**src/rtl/i2c_target_mem.sv**
```systemverilog
// I2C target with a multi-byte register pointer and auto-increment bursts onto a
// synchronous memory port. SCL/SDA are oversampled on clk; SDA is driven open-drain.
module i2c_target_mem #(
  parameter logic [6:0]  DEVICE_ID   = 7'h2A,
  parameter int unsigned PTR_WIDTH   = 8,
  parameter int unsigned MEM_DEPTH   = 256,
  parameter int unsigned SYNC_STAGES = 2,
  parameter bit          AUTO_INC    = 1'b1
) (
  input  logic                 clk,
  input  logic                 reset_n,
  input  logic                 scl_i,
  input  logic                 sda_i,
  output logic                 sda_oe,
  output logic [PTR_WIDTH-1:0] mem_addr,
  output logic [7:0]           mem_wdata,
  output logic                 mem_wren,
  output logic                 mem_rden,
  input  logic [7:0]           mem_rdata,
  output logic                 busy,
  output logic                 err_range
);

  localparam int unsigned PTR_BYTES = (PTR_WIDTH + 7) / 8;
  localparam int unsigned ACC_W     = PTR_BYTES * 8;
  localparam int unsigned PCW       = (PTR_BYTES > 1) ? $clog2(PTR_BYTES) : 1;

  typedef enum logic [3:0] {
    IDLE, DEV_ADDR, DEV_ACK, PTR, PTR_ACK, WR_DATA, WR_ACK,
    RD_LOAD, RD_DATA, RD_ACK, IGNORE
  } state_t;

  logic [SYNC_STAGES-1:0] scl_sync, sda_sync;
  logic scl_s, sda_s, scl_p, sda_p;
  logic scl_rise, scl_fall, start_det, stop_det;

  state_t               state_q, state_d;
  logic [3:0]           bit_cnt_q, bit_cnt_d;
  logic [7:0]           shift_q, shift_d;
  logic [PTR_WIDTH-1:0] ptr_q, ptr_d;
  logic [ACC_W-1:0]     acc_q, acc_d;
  logic [PCW-1:0]       pcnt_q, pcnt_d;
  logic [1:0]           ld_cnt_q, ld_cnt_d;
  logic                 rw_q, rw_d;
  logic                 sda_oe_d, busy_d, err_d, wren_d, rden_d;
  logic [PTR_WIDTH-1:0] addr_d;
  logic [7:0]           wdata_d;

  logic [7:0]           byte_in;
  logic [ACC_W-1:0]     acc_new;
  logic [PTR_WIDTH-1:0] ptr_new, ptr_inc;
  logic                 byte_done, last_ptr_byte;

  // Pin synchronisers idle high so reset never looks like a bus event
  always_ff @(posedge clk or negedge reset_n) begin
    if (!reset_n) begin
      scl_sync <= '1;
      sda_sync <= '1;
      scl_p    <= 1'b1;
      sda_p    <= 1'b1;
    end else begin
      scl_sync <= {scl_sync[SYNC_STAGES-2:0], scl_i};
      sda_sync <= {sda_sync[SYNC_STAGES-2:0], sda_i};
      scl_p    <= scl_s;
      sda_p    <= sda_s;
    end
  end

  assign scl_s     = scl_sync[SYNC_STAGES-1];
  assign sda_s     = sda_sync[SYNC_STAGES-1];
  assign scl_rise  = scl_s & ~scl_p;
  assign scl_fall  = ~scl_s & scl_p;
  assign start_det = scl_s & scl_p & sda_p & ~sda_s;
  assign stop_det  = scl_s & ~sda_p & sda_s;

  assign byte_in       = {shift_q[6:0], sda_s};
  assign byte_done     = scl_rise && (bit_cnt_q == 4'd7);
  assign acc_new       = ACC_W'({acc_q, byte_in});
  assign ptr_new       = acc_new[PTR_WIDTH-1:0];
  assign last_ptr_byte = (32'(pcnt_q) == PTR_BYTES - 1);
  assign ptr_inc       = (32'(ptr_q) == MEM_DEPTH - 1) ? '0 : ptr_q + 1'b1;

  always_ff @(posedge clk or negedge reset_n) begin
    if (!reset_n) begin
      state_q   <= IDLE;
      bit_cnt_q <= '0;
      shift_q   <= '0;
      ptr_q     <= '0;
      acc_q     <= '0;
      pcnt_q    <= '0;
      ld_cnt_q  <= '0;
      rw_q      <= 1'b0;
      sda_oe    <= 1'b0;
      busy      <= 1'b0;
      err_range <= 1'b0;
      mem_addr  <= '0;
      mem_wdata <= '0;
      mem_wren  <= 1'b0;
      mem_rden  <= 1'b0;
    end else begin
      state_q   <= state_d;
      bit_cnt_q <= bit_cnt_d;
      shift_q   <= shift_d;
      ptr_q     <= ptr_d;
      acc_q     <= acc_d;
      pcnt_q    <= pcnt_d;
      ld_cnt_q  <= ld_cnt_d;
      rw_q      <= rw_d;
      sda_oe    <= sda_oe_d;
      busy      <= busy_d;
      err_range <= err_d;
      mem_addr  <= addr_d;
      mem_wdata <= wdata_d;
      mem_wren  <= wren_d;
      mem_rden  <= rden_d;
    end
  end

  // Next-state and outputs; bus conditions override any pending bit or byte
  always_comb begin
    state_d   = state_q;
    bit_cnt_d = bit_cnt_q;
    shift_d   = shift_q;
    ptr_d     = ptr_q;
    acc_d     = acc_q;
    pcnt_d    = pcnt_q;
    ld_cnt_d  = ld_cnt_q;
    rw_d      = rw_q;
    sda_oe_d  = sda_oe;
    busy_d    = busy;
    err_d     = err_range;
    addr_d    = mem_addr;
    wdata_d   = mem_wdata;
    wren_d    = 1'b0;
    rden_d    = 1'b0;

    if (start_det) begin
      state_d   = DEV_ADDR;
      bit_cnt_d = '0;
      sda_oe_d  = 1'b0;
      err_d     = 1'b0;
    end else if (stop_det) begin
      state_d  = IDLE;
      sda_oe_d = 1'b0;
      busy_d   = 1'b0;
    end else begin
      case (state_q)
        IDLE, IGNORE: ;

        DEV_ADDR: if (scl_rise) begin
          shift_d   = byte_in;
          bit_cnt_d = bit_cnt_q + 4'd1;
          if (byte_done) begin
            bit_cnt_d = '0;
            if (byte_in[7:1] == DEVICE_ID) begin
              rw_d    = byte_in[0];
              busy_d  = 1'b1;
              state_d = DEV_ACK;
            end else begin
              state_d = IGNORE;
            end
          end
        end

        // ACK states use sda_oe itself to tell the drive fall from the release fall
        DEV_ACK: if (scl_fall) begin
          if (!sda_oe) begin
            sda_oe_d = 1'b1;
          end else begin
            sda_oe_d  = 1'b0;
            bit_cnt_d = '0;
            if (rw_q) begin
              ld_cnt_d = '0;
              state_d  = RD_LOAD;
            end else begin
              pcnt_d  = '0;
              state_d = PTR;
            end
          end
        end

        PTR: if (scl_rise) begin
          shift_d   = byte_in;
          bit_cnt_d = bit_cnt_q + 4'd1;
          if (byte_done) begin
            bit_cnt_d = '0;
            acc_d     = acc_new;
            state_d   = PTR_ACK;
            if (last_ptr_byte) begin
              if (32'(ptr_new) >= MEM_DEPTH) begin
                err_d   = 1'b1;
                state_d = IGNORE;
              end else begin
                ptr_d = ptr_new;
              end
            end
          end
        end

        PTR_ACK: if (scl_fall) begin
          if (!sda_oe) begin
            sda_oe_d = 1'b1;
          end else begin
            sda_oe_d  = 1'b0;
            bit_cnt_d = '0;
            if (last_ptr_byte) begin
              state_d = WR_DATA;
            end else begin
              pcnt_d  = pcnt_q + 1'b1;
              state_d = PTR;
            end
          end
        end

        WR_DATA: if (scl_rise) begin
          shift_d   = byte_in;
          bit_cnt_d = bit_cnt_q + 4'd1;
          if (byte_done) begin
            bit_cnt_d = '0;
            state_d   = WR_ACK;
          end
        end

        WR_ACK: if (scl_fall) begin
          if (!sda_oe) begin
            sda_oe_d = 1'b1;
            wren_d   = 1'b1;
            addr_d   = ptr_q;
            wdata_d  = shift_q;
            if (AUTO_INC) ptr_d = ptr_inc;
          end else begin
            sda_oe_d  = 1'b0;
            bit_cnt_d = '0;
            state_d   = WR_DATA;
          end
        end

        // Issue read, wait one clk for the memory, capture; drive bit 7 now if SCL is low
        RD_LOAD: begin
          case (ld_cnt_q)
            2'd0: begin
              rden_d   = 1'b1;
              addr_d   = ptr_q;
              ld_cnt_d = 2'd1;
            end
            2'd1: ld_cnt_d = 2'd2;
            default: begin
              shift_d = mem_rdata;
              state_d = RD_DATA;
              if (!scl_s) begin
                sda_oe_d  = ~mem_rdata[7];
                bit_cnt_d = 4'd1;
              end else begin
                bit_cnt_d = 4'd0;
              end
            end
          endcase
        end

        RD_DATA: if (scl_fall) begin
          if (bit_cnt_q == 4'd8) begin
            sda_oe_d = 1'b0;
            state_d  = RD_ACK;
          end else begin
            sda_oe_d  = ~shift_q[3'(4'd7 - bit_cnt_q)];
            bit_cnt_d = bit_cnt_q + 4'd1;
          end
        end

        RD_ACK: if (scl_rise) begin
          if (!sda_s) begin
            if (AUTO_INC) ptr_d = ptr_inc;
            ld_cnt_d = '0;
            state_d  = RD_LOAD;
          end else begin
            busy_d  = 1'b0;
            state_d = IGNORE;
          end
        end

        default: state_d = IDLE;
      endcase
    end
  end

endmodule

```
**config.mk**
```make
export PLATFORM = sky130hd
export DESIGN_NAME = i2c_target_mem
export DESIGN_NICKNAME = d
export VERILOG_FILES = /design/src/rtl/i2c_target_mem.sv
export SDC_FILE = /design/constraint.sdc
export NUM_CORES = 1
export LEC_CHECK = 0
export BUFFER_PORTS_ARGS = -buffer_cell sky130_fd_sc_hd__buf_2
export CAP_MARGIN = 20
export CORE_ASPECT_RATIO = 1.25
export CORE_MARGIN = 10
export CORE_UTILIZATION = 35
export DETAILED_ROUTE_END_ITERATION = 8
export HOLD_SLACK_MARGIN = 0.12
export SYNTH_ARGS = -nofsm -noshare
export SYNTH_HDL_FRONTEND = slang
export SYNTH_SLANG_ARGS = --single-unit
```
**constraint.sdc**
```tcl
create_clock -name clk -period 6.63 [get_ports clk]
set_clock_uncertainty 0.15 [all_clocks]
set_input_delay 0 -clock clk [delete_from_list [all_inputs] [get_ports clk]]
set_output_delay 0 -clock clk [all_outputs]
set_load 0.005 [all_outputs]
```
---- After elaboration in Yosys (flattened, before gate mapping) ----
Cells that the tools add are included.
storage, ports and cells
  word-level logic and storage cells ...... 217
  register bits after elaboration ......... 54
  input port bits ......................... 12
cells by class
  order comparisons ....................... 1
  muxes and demuxes ....................... 90
  add/sub/neg operators ................... 4
  reductions and logical operators ........ 26
  bitwise logic cells ..................... 16
  eq/ne operators ......................... 63
operator list
  operator             count
  $mux 4               29
  $mux 8               13
  $ne 4x4->1 const B   17
  $pmux 4 s10          1
  $ne 2x2->1 const B   16
  $pmux 8 s2           2
  $mux 1               30
  $ne 3x3->1 const B   10
  $pmux 8 s3           1
  $eq 4x3->1 const B   5
  $reduce_and 17->1    1
  $eq 4x4->1 const B   4
  $pmux 4 s4           1
  $reduce_and 8->1     2
  $reduce_and 5->1     3
  $reduce_and 6->1     2
  $mux 2               5
  $reduce_and 10->1    1
  $reduce_bool 5->1    2
  $ne 3x1->1 const B   3
  $not 1->1            9
  $reduce_and 9->1     1
  $reduce_bool 3->1    3
  $add 8x1->8 const B  1
  other kinds (25)     38

---- Logic depth before layout (Yosys ltp) ----
Gate-level depths: netlist of the first run.
  depth in word-level cells ............... 9
  depth in mapped cells ................... 7

---- Least setup slack after synthesis of the first run ----
OpenSTA, ideal clock, no wires.
  kind .................................... register to register
  from .................................... register sda_sync[1]
  to ...................................... register mem_addr[0]
  clock period less this slack ............ 2.136 ns
  cell stages (with the launch flop) ...... 7
  arrival time ............................ 1.861 ns
  data required time ...................... 6.355 ns
  slack ................................... 4.494 ns
  setup time .............................. 0.125 ns
  path through ............................ dfstp_2 -> buf_2 -> and3b_1 -> o21ai_1 -> and4b_1 -> buf_2 -> mux2_2
on the way
  word-level cells in the longest chain between the ends .. 4
ends and longest elaborated chain
  item                                 line  RTL
  start: declaration                   33    logic [SYNC_STAGES-1:0] scl_sync, sda_sync;
  start signal: assignment             63    sda_sync <= {sda_sync[SYNC_STAGES-2:0], sda_i};
  $not 1->1                            73    assign start_det = scl_s & scl_p & sda_p & ~sda_s;
  $and 1x1->1                          73
  $not 1->1 (no source line)           n/a
  $reduce_and 6->1 (no source line) *  n/a
  end signal: assignment               112   mem_addr <= addr_d;
  end: declaration                     15    output logic [PTR_WIDTH-1:0] mem_addr,
Mark *: on every way between the ends. The rest lies on a longest branch, timed or not.
A chain may end at the register's enable or synchronous reset.

---- Worst setup path after layout of the first run ----
  from .................................... register state_q[0]
  to ...................................... register ptr_q[3]
on the way
  word-level cells in the longest chain between the ends .. 3
ends and longest elaborated chain
  item                                                                     line  RTL
  start: declaration                                                       37    state_t state_q, state_d;
  start signal: assignment                                                 101   state_q <= state_d;
  $eq 4x2->1 (tied with other cells)                                       147   case (state_q)
  $ne 2x2->1 (no source line) / $reduce_bool 3->1 (equally long branches)  n/a
  $reduce_and 10->1 (no source line)                                       n/a
  end signal: assignment                                                   104   ptr_q <= ptr_d;
  end: declaration                                                         40    logic [PTR_WIDTH-1:0] ptr_q, ptr_d;
Several ways; a longest one is shown, not always the timed one.

==> reports/metrics.csv, run 1 <==
metric;value;unit
final antenna-violating net count;0;
starting density of the core;35.99;%
worst setup margin;3.918;ns
layout cell share with drive strength beyond 1;21.84;%
Initial DRC Count;212;
initial antenna violation count;0;
worst skew pair latency;0.31;ns
register area;1334;sq um
Final nets;362;
top cells by area, synth;dfrtp_1, mux2_2, dfstp_2, a21oi_1, mux2i_1;
die width;104.6;um
Req. time, crit path;6.67;ns
R2R depth;5;
Worst Setup Path Type;reg -> reg;
DRC errors left;0;
Port Buffer Count;31;
global-route usage over all layers;12.10;%
Peak VDD IR;158.6;uV
Clock Sinks;53;
number of fill cells;855;
Fmax;368.7;MHz
die boundary height;125.8;um
r2r endpoint;ptr_q[3];
largest net degree at the start of global routing;54;
final wirelength;7899;um
CP Max Fanout;25;
Worst-path clk slew;0.10;ns
Pleak;0.001599;uW
PD cells;389.6;nW/um^2
Worst Max-Slew Pin Slew;0.9497;ns
TritonCTS Buffers;5;
reg2reg setup slack;3.92;ns
Yosys warnings;0;
Congestion Overflow GR;0;
Worst Path Arrival;2.75;ns
EDFF count, synth;0;
crit share post-route;40.91;%
post-route setup TNS;0;ns
Worst setup startpoint;state_q[0];
Top FF cell, synth;dfrtp_1;
Final min period;2.712;ns
H-tree depth;2;
reg2reg start;state_q[0];
Distinct cells, synth;70;
Placer Congestion;0.8643;
DP Worst Slack;3.975;ns
Setup Buffers After CTS;0;
first-pass iteration count of the detailed router;4;
Mapped Nets;332;
Area Overhead vs Synth;13.38;%
die area;13160;sq um
io pins;33;
routed len/inst;16.88;um
RSZ-0062 raised after global routing;no;
CTS tree;built;
vias per cell;5.558;
number of global-route vias before repair;2561;
Slew Viols, Final;0;
FP Rows;38;
hpwl dp;5587;um
Core ar.;8701;sq um
Clock Tree Root;clkbuf_8;
flops & latches, synth;53;
most frequent cell after synthesis;dfrtp_1;
Multi-input gate area;1664;sq um
Fin. Hold Viols;0;
register area share after synthesis;42.59;%
Clock Tree Buf Depth;2;
FFs w/ async S/R, synth;100.0;%
CP Launch Type;register;
number of diodes;0;
crit path capture type;register;
Syn Area/Cell;9.879;sq um
Hold Path Class;in -> async;
Final setup viols;0;
mapped cell area;3132;sq um
status;finished, final reports clean;
post-synth top area share;37.55;%
leading area contributor after synthesis;dfrtp_1;
Post-synth top cells;dfrtp_1, a21oi_1, nand2_1;
first-pass GRT wire length;13380;um
Max-slew headroom;36.34;%
cts repair resizes;0;
Max-Cap Viols;0;
routed via count;2601;
Cells after Synth;317;
==> layout make-up <==
cell class / instances / share of cell area [%]
multi-input cells: 235 / 46.86
flip-flops and latches: 53 / 37.56
repair buffers: 43 / 7.681
well taps: 120 / 4.228
clock buffers: 6 / 2.326
inverters: 9 / 0.9514
clock inverters: 2 / 0.3876
==> critical path, stage by stage, from the launching register on <==
cell       delay (ns)
dfrtp_1          0.82
nand4bb_1        0.38
nor4b_2          0.34
o311a_1          0.54
a21boi_0         0.25
o22ai_1          0.11
==> where the power goes <==
part / switching (uW) / internal (uW)
combinational: 278 / 297
sequential: 179 / 436
clock: 109 / 85.0
==> cell families after synthesis <==
kind of cell	after synthesis	share of synthesized area, %
and+or+nand+nor	108	20.33
AOI/OAI and AO/OA	89	19.02
DFF	53	42.59
muxes	33	12.15
buffers and inverters	29	4.275
adders and majority gates	4	1.518
other	1	0.1197
==> how the worst max path moves through the flow <==
stage / endpoint / slack (ns) / cells past startpoint
after floorplan: mem_addr[0] / 4.49 / 6
after global placement: ptr_q[3] / 4.08 / 5
after detailed placement: ptr_q[3] / 3.97 / 5
after CTS: ptr_q[3] / 3.95 / 5
after global routing: ptr_q[3] / 3.62 / 5
final: ptr_q[3] / 3.92 / 5
==> flip-flops by register name (all words and copies together), names as in the netlist, 2 cells and up <==
register   count
scl_sync       2
bit_cnt_q      4
sda_sync       2
mem_addr       8
ld_cnt_q       2
state_q        4
ptr_q          8
mem_wdata      8
shift_q        8
==> what timing repair did <==
| item | CTS | global route |
|---|---|---|
| hold buffers | 11 | 0 |
| endpoints found under the setup margin | 0 | 0 |
| endpoints found under the hold margin | 64 | 0 |
==> placed cells by master (no fill, tap or decap), drive strengths merged, types with 5 or more instances in the layout <==
cell type | netlist | layout
dfrtp | 47 | 47
mux2 | 20 | 20
a31oi | 6 | 6
nor2b | 7 | 7
clkbuf | 5 | 6
a211oi | 5 | 5
nor3 | 8 | 8
buf | 15 | 32
inv | 9 | 9
nor2 | 18 | 18
a21oi | 23 | 23
dlygate4sd3 | 0 | 11
mux2i | 11 | 11
nand2b | 7 | 7
dfstp | 6 | 6
nand2 | 21 | 21
nand3 | 7 | 7
o21ai | 19 | 19
==> routing by layer <==
layer	global-route usage, %	vias up	part of all wire, %
met5	0	-	0
met4	3.479	0	1.2
met3	2.347	8	4.2
met2	20.05	63	49
met1	15.63	1277	45
li1	-	1253	-
==> per-stage QoR <==
| step | cells | area, sq um | utilization, % | hold slack (ns) | power, uW |
|---|---|---|---|---|---|
| after floorplan | 317 | 3132 | - | -0.4456 | 1019 |
| after global placement | 449 | 3344 | 38.44 | -0.04559 | 1183 |
| after detailed placement | 449 | 3344 | 38.44 | -0.04019 | 1191 |
| after CTS | 468 | 3551 | 40.81 | 0.1724 | 1396 |
| after global routing | 468 | 3551 | 40.81 | 0.1887 | 1504 |
| final | 468 | 3551 | 40.81 | 0.1794 | 1383 |
(Power assumes the default switching activity.)
==> inputs of run 2 (changes only) <==
==> constraint.sdc (replaced) <==
create_clock -name clk -period 2.8 [get_ports clk]
set_clock_uncertainty 0.15 [all_clocks]
set_input_delay 0 -clock clk [delete_from_list [all_inputs] [get_ports clk]]
set_output_delay 0 -clock clk [all_outputs]
set_load 0.005 [all_outputs]
==> run 2 against run 1 <==
Against the previous run: first-iteration DRC count down 46%; core utilization up 1.2 points; register-to-register slack worse by 3.5 ns; total power up 140%; critical path depth up 1; sequential share of layout area down 1.1 points; final area up 2.9%; via count up 2.5%; sequential power up 130%; wire length up 7.4%; combinational power rose to 2.6 times the previous value; count of clock-buffer cells in the layout down 1; critical path type unchanged; largest cell class unchanged.
==> reports/metrics.csv, run 2 (synthesis results as in run 1) <==
metric;value;unit;change
critical path, cell by cell;nand4bb_1, nor4b_2, o311a_1, buf_4, a21oi_1, a31oi_1;;
Peak VDD IR;419.5;uV;+160%
Initial DRC Count;114;;-46%
Clock Sinks;53;;unchanged
Final setup viols;0;;unchanged
first-pass iteration count of the detailed router;5;;+1
CP Max Fanout;18;;-28%
CTS tree;built;;
Slew Viols, Final;0;;unchanged
Final nets;376;;+3.9%
Hold Path Class;in -> async;;
register area;1334;sq um;unchanged
CP bufs+invs;1;;+1
Max-slew headroom;50.49;%;+14 points
die boundary height;125.8;um;unchanged
Worst Path Arrival;2.51;ns;-0.24 ns
post-route setup TNS;0;ns;unchanged
number of global-route vias before repair;2734;;+6.8%
final wirelength;8485;um;+7.4%
CP Launch Type;register;;
critical path's top delay family;simple AND/OR/NAND/NOR gates;;
global-route usage over all layers;13.20;%;+1.1 points
Req. time, crit path;2.88;ns;-3.79 ns
crit path capture type;register;;
Max-Cap Viols;0;;unchanged
slowest cell delay on critical path;0.60;ns;-0.22 ns
starting density of the core;35.99;%;unchanged
Clock Tree Buf Depth;2;;unchanged
Logic pwr share;44.8;%;+3.2 points
Worst Max-Slew Pin Slew;0.7402;ns;-0.2095 ns
initial antenna violation count;0;;unchanged
largest net degree at the start of global routing;20;;-63%
crit share post-route;86.85;%;+46 points
CP max stage cell;dfrtp_1;;
Setup Buffers After CTS;0;;unchanged
vias per cell;5.533;;-0.44%
number of diodes;0;;unchanged
hold buffer count at cts;12;;+1
Sw Share;41.93;%;+1.0 points
Fin. Hold Viols;0;;unchanged
Pleak;0.001652;uW;+3.3%
Reg power frac;41.8;%;-2.7 points
Port Buffer Count;31;;unchanged
most common cell after layout, fill and taps aside;dfrtp_1;;
most frequent cells in the layout;dfrtp_1, buf_2, a21oi_1, nand2_1, mux2_2;;
Congestion Overflow GR;0;;unchanged
Final min period;2.432;ns;-0.2805 ns
io pins;33;;unchanged
Worst-path clk slew;0.11;ns;about the same
first-pass GRT wire length;14410;um;+7.7%
Psw;1419;uW;+150%
number of fill cells;851;;-0.47%
RSZ-0062 raised after global routing;no;;
TritonCTS Buffers;5;;unchanged
Int Pwr;1965;uW;+140%
H-tree depth;2;;unchanged
WHS;0.1461;ns;-0.03337 ns
DRC errors left;0;;unchanged
layout cell share with drive strength beyond 1;24.59;%;+2.7 points
hpwl dp;6149;um;+10%
cts repair resizes;0;;unchanged
Multi-input gate area;1664;sq um;unchanged
FP Rows;38;;unchanged
die width;104.6;um;unchanged
Core ar.;8701;sq um;unchanged
die area;13160;sq um;unchanged
status;finished, final reports clean;;
Area Overhead vs Synth;16.66;%;
Fmax;411.2;MHz;+12%
routed via count;2667;;+2.5%
Worst Setup Path Type;reg -> reg;;
Placer Congestion;0.9622;;+11%
final antenna-violating net count;0;;unchanged
Clock Tree Root;clkbuf_8;;
PD cells;926.3;nW/um^2;+140%
routed len/inst;17.60;um;+4.3%
worst skew pair latency;0.32;ns;about the same
clock share of power;13.4;%;-0.6 points
run 2: cell count changes in the layout (fill, tap and decap cells not counted), sizes merged:
cell,delta
buf,+13
clkbuf,-1
clkinv,-2
clkinvlp,+3
dlygate4sd3,+1
run 2: worst paths after layout:
kind,to,start,depth (start not counted),slack [ns]
max,ptr_q[5],state_q[1],6,0.37
min,scl_p,reset_n,2,0.15
max reg2reg,ptr_q[5],state_q[1],6,0.37
min reg2reg,scl_sync[1],scl_sync[0],0,0.21
max in group asynchronous,bit_cnt_q[3],reset_n,3,1.19
min in group clk,scl_sync[0],scl_i,2,0.18
run 2: cell type report:
cell class | count | share of cell area, %
Tap cell | 120 | 4.110
Sequential cell | 53 | 36.51
Inverter | 9 | 0.9247
Clock inverter | 3 | 0.6164
Multi-Input combinational cell | 235 | 45.55
Clock buffer | 5 | 1.884
Timing Repair Buffer | 57 | 10.41
run 2: through the flow:
| step | area (sq um) | setup slack (ns) | total power, uW | util [%] | instances |
|---|---|---|---|---|---|
| after floorplan | 3132 | 0.6644 | 2414 | - | 317 |
| after detailed placement | 3442 | 0.4537 | 2920 | 39.56 | 462 |
| after global placement | 3442 | 0.5124 | 2914 | 39.56 | 462 |
| after CTS | 3654 | 0.4262 | 3402 | 41.99 | 482 |
| after global routing | 3654 | 0.2764 | 3665 | 41.99 | 482 |
| final | 3654 | 0.3683 | 3384 | 41.99 | 482 |
run 2: power by group through the flow:
stage	Sequential (uW)	Combinational [uW]	Clock, uW
global placement	1410	1500	0
global route	1470	1690	503
finish	1410	1520	453
detailed placement	1430	1490	0
CTS	1410	1520	473
floorplan	1270	1150	0
run 2: worst reg2reg max path, delay by kind of cell, from the launching register on:
family	cells	cell delay, ns
AND/OR/NAND/NOR	2	0.80
buffers and inverters	1	0.21
AO/OA/AOI/OAI	3	0.57
flip-flops	1	0.60
run 2: routing by layer:
layer	track usage [%]	wire length (um)	part of all wire (%)
met1	15.84	3591	42
met2	21.83	4099	48
met3	2.908	434	5.1
met4	6.553	359	4.2
met5	0	0	0
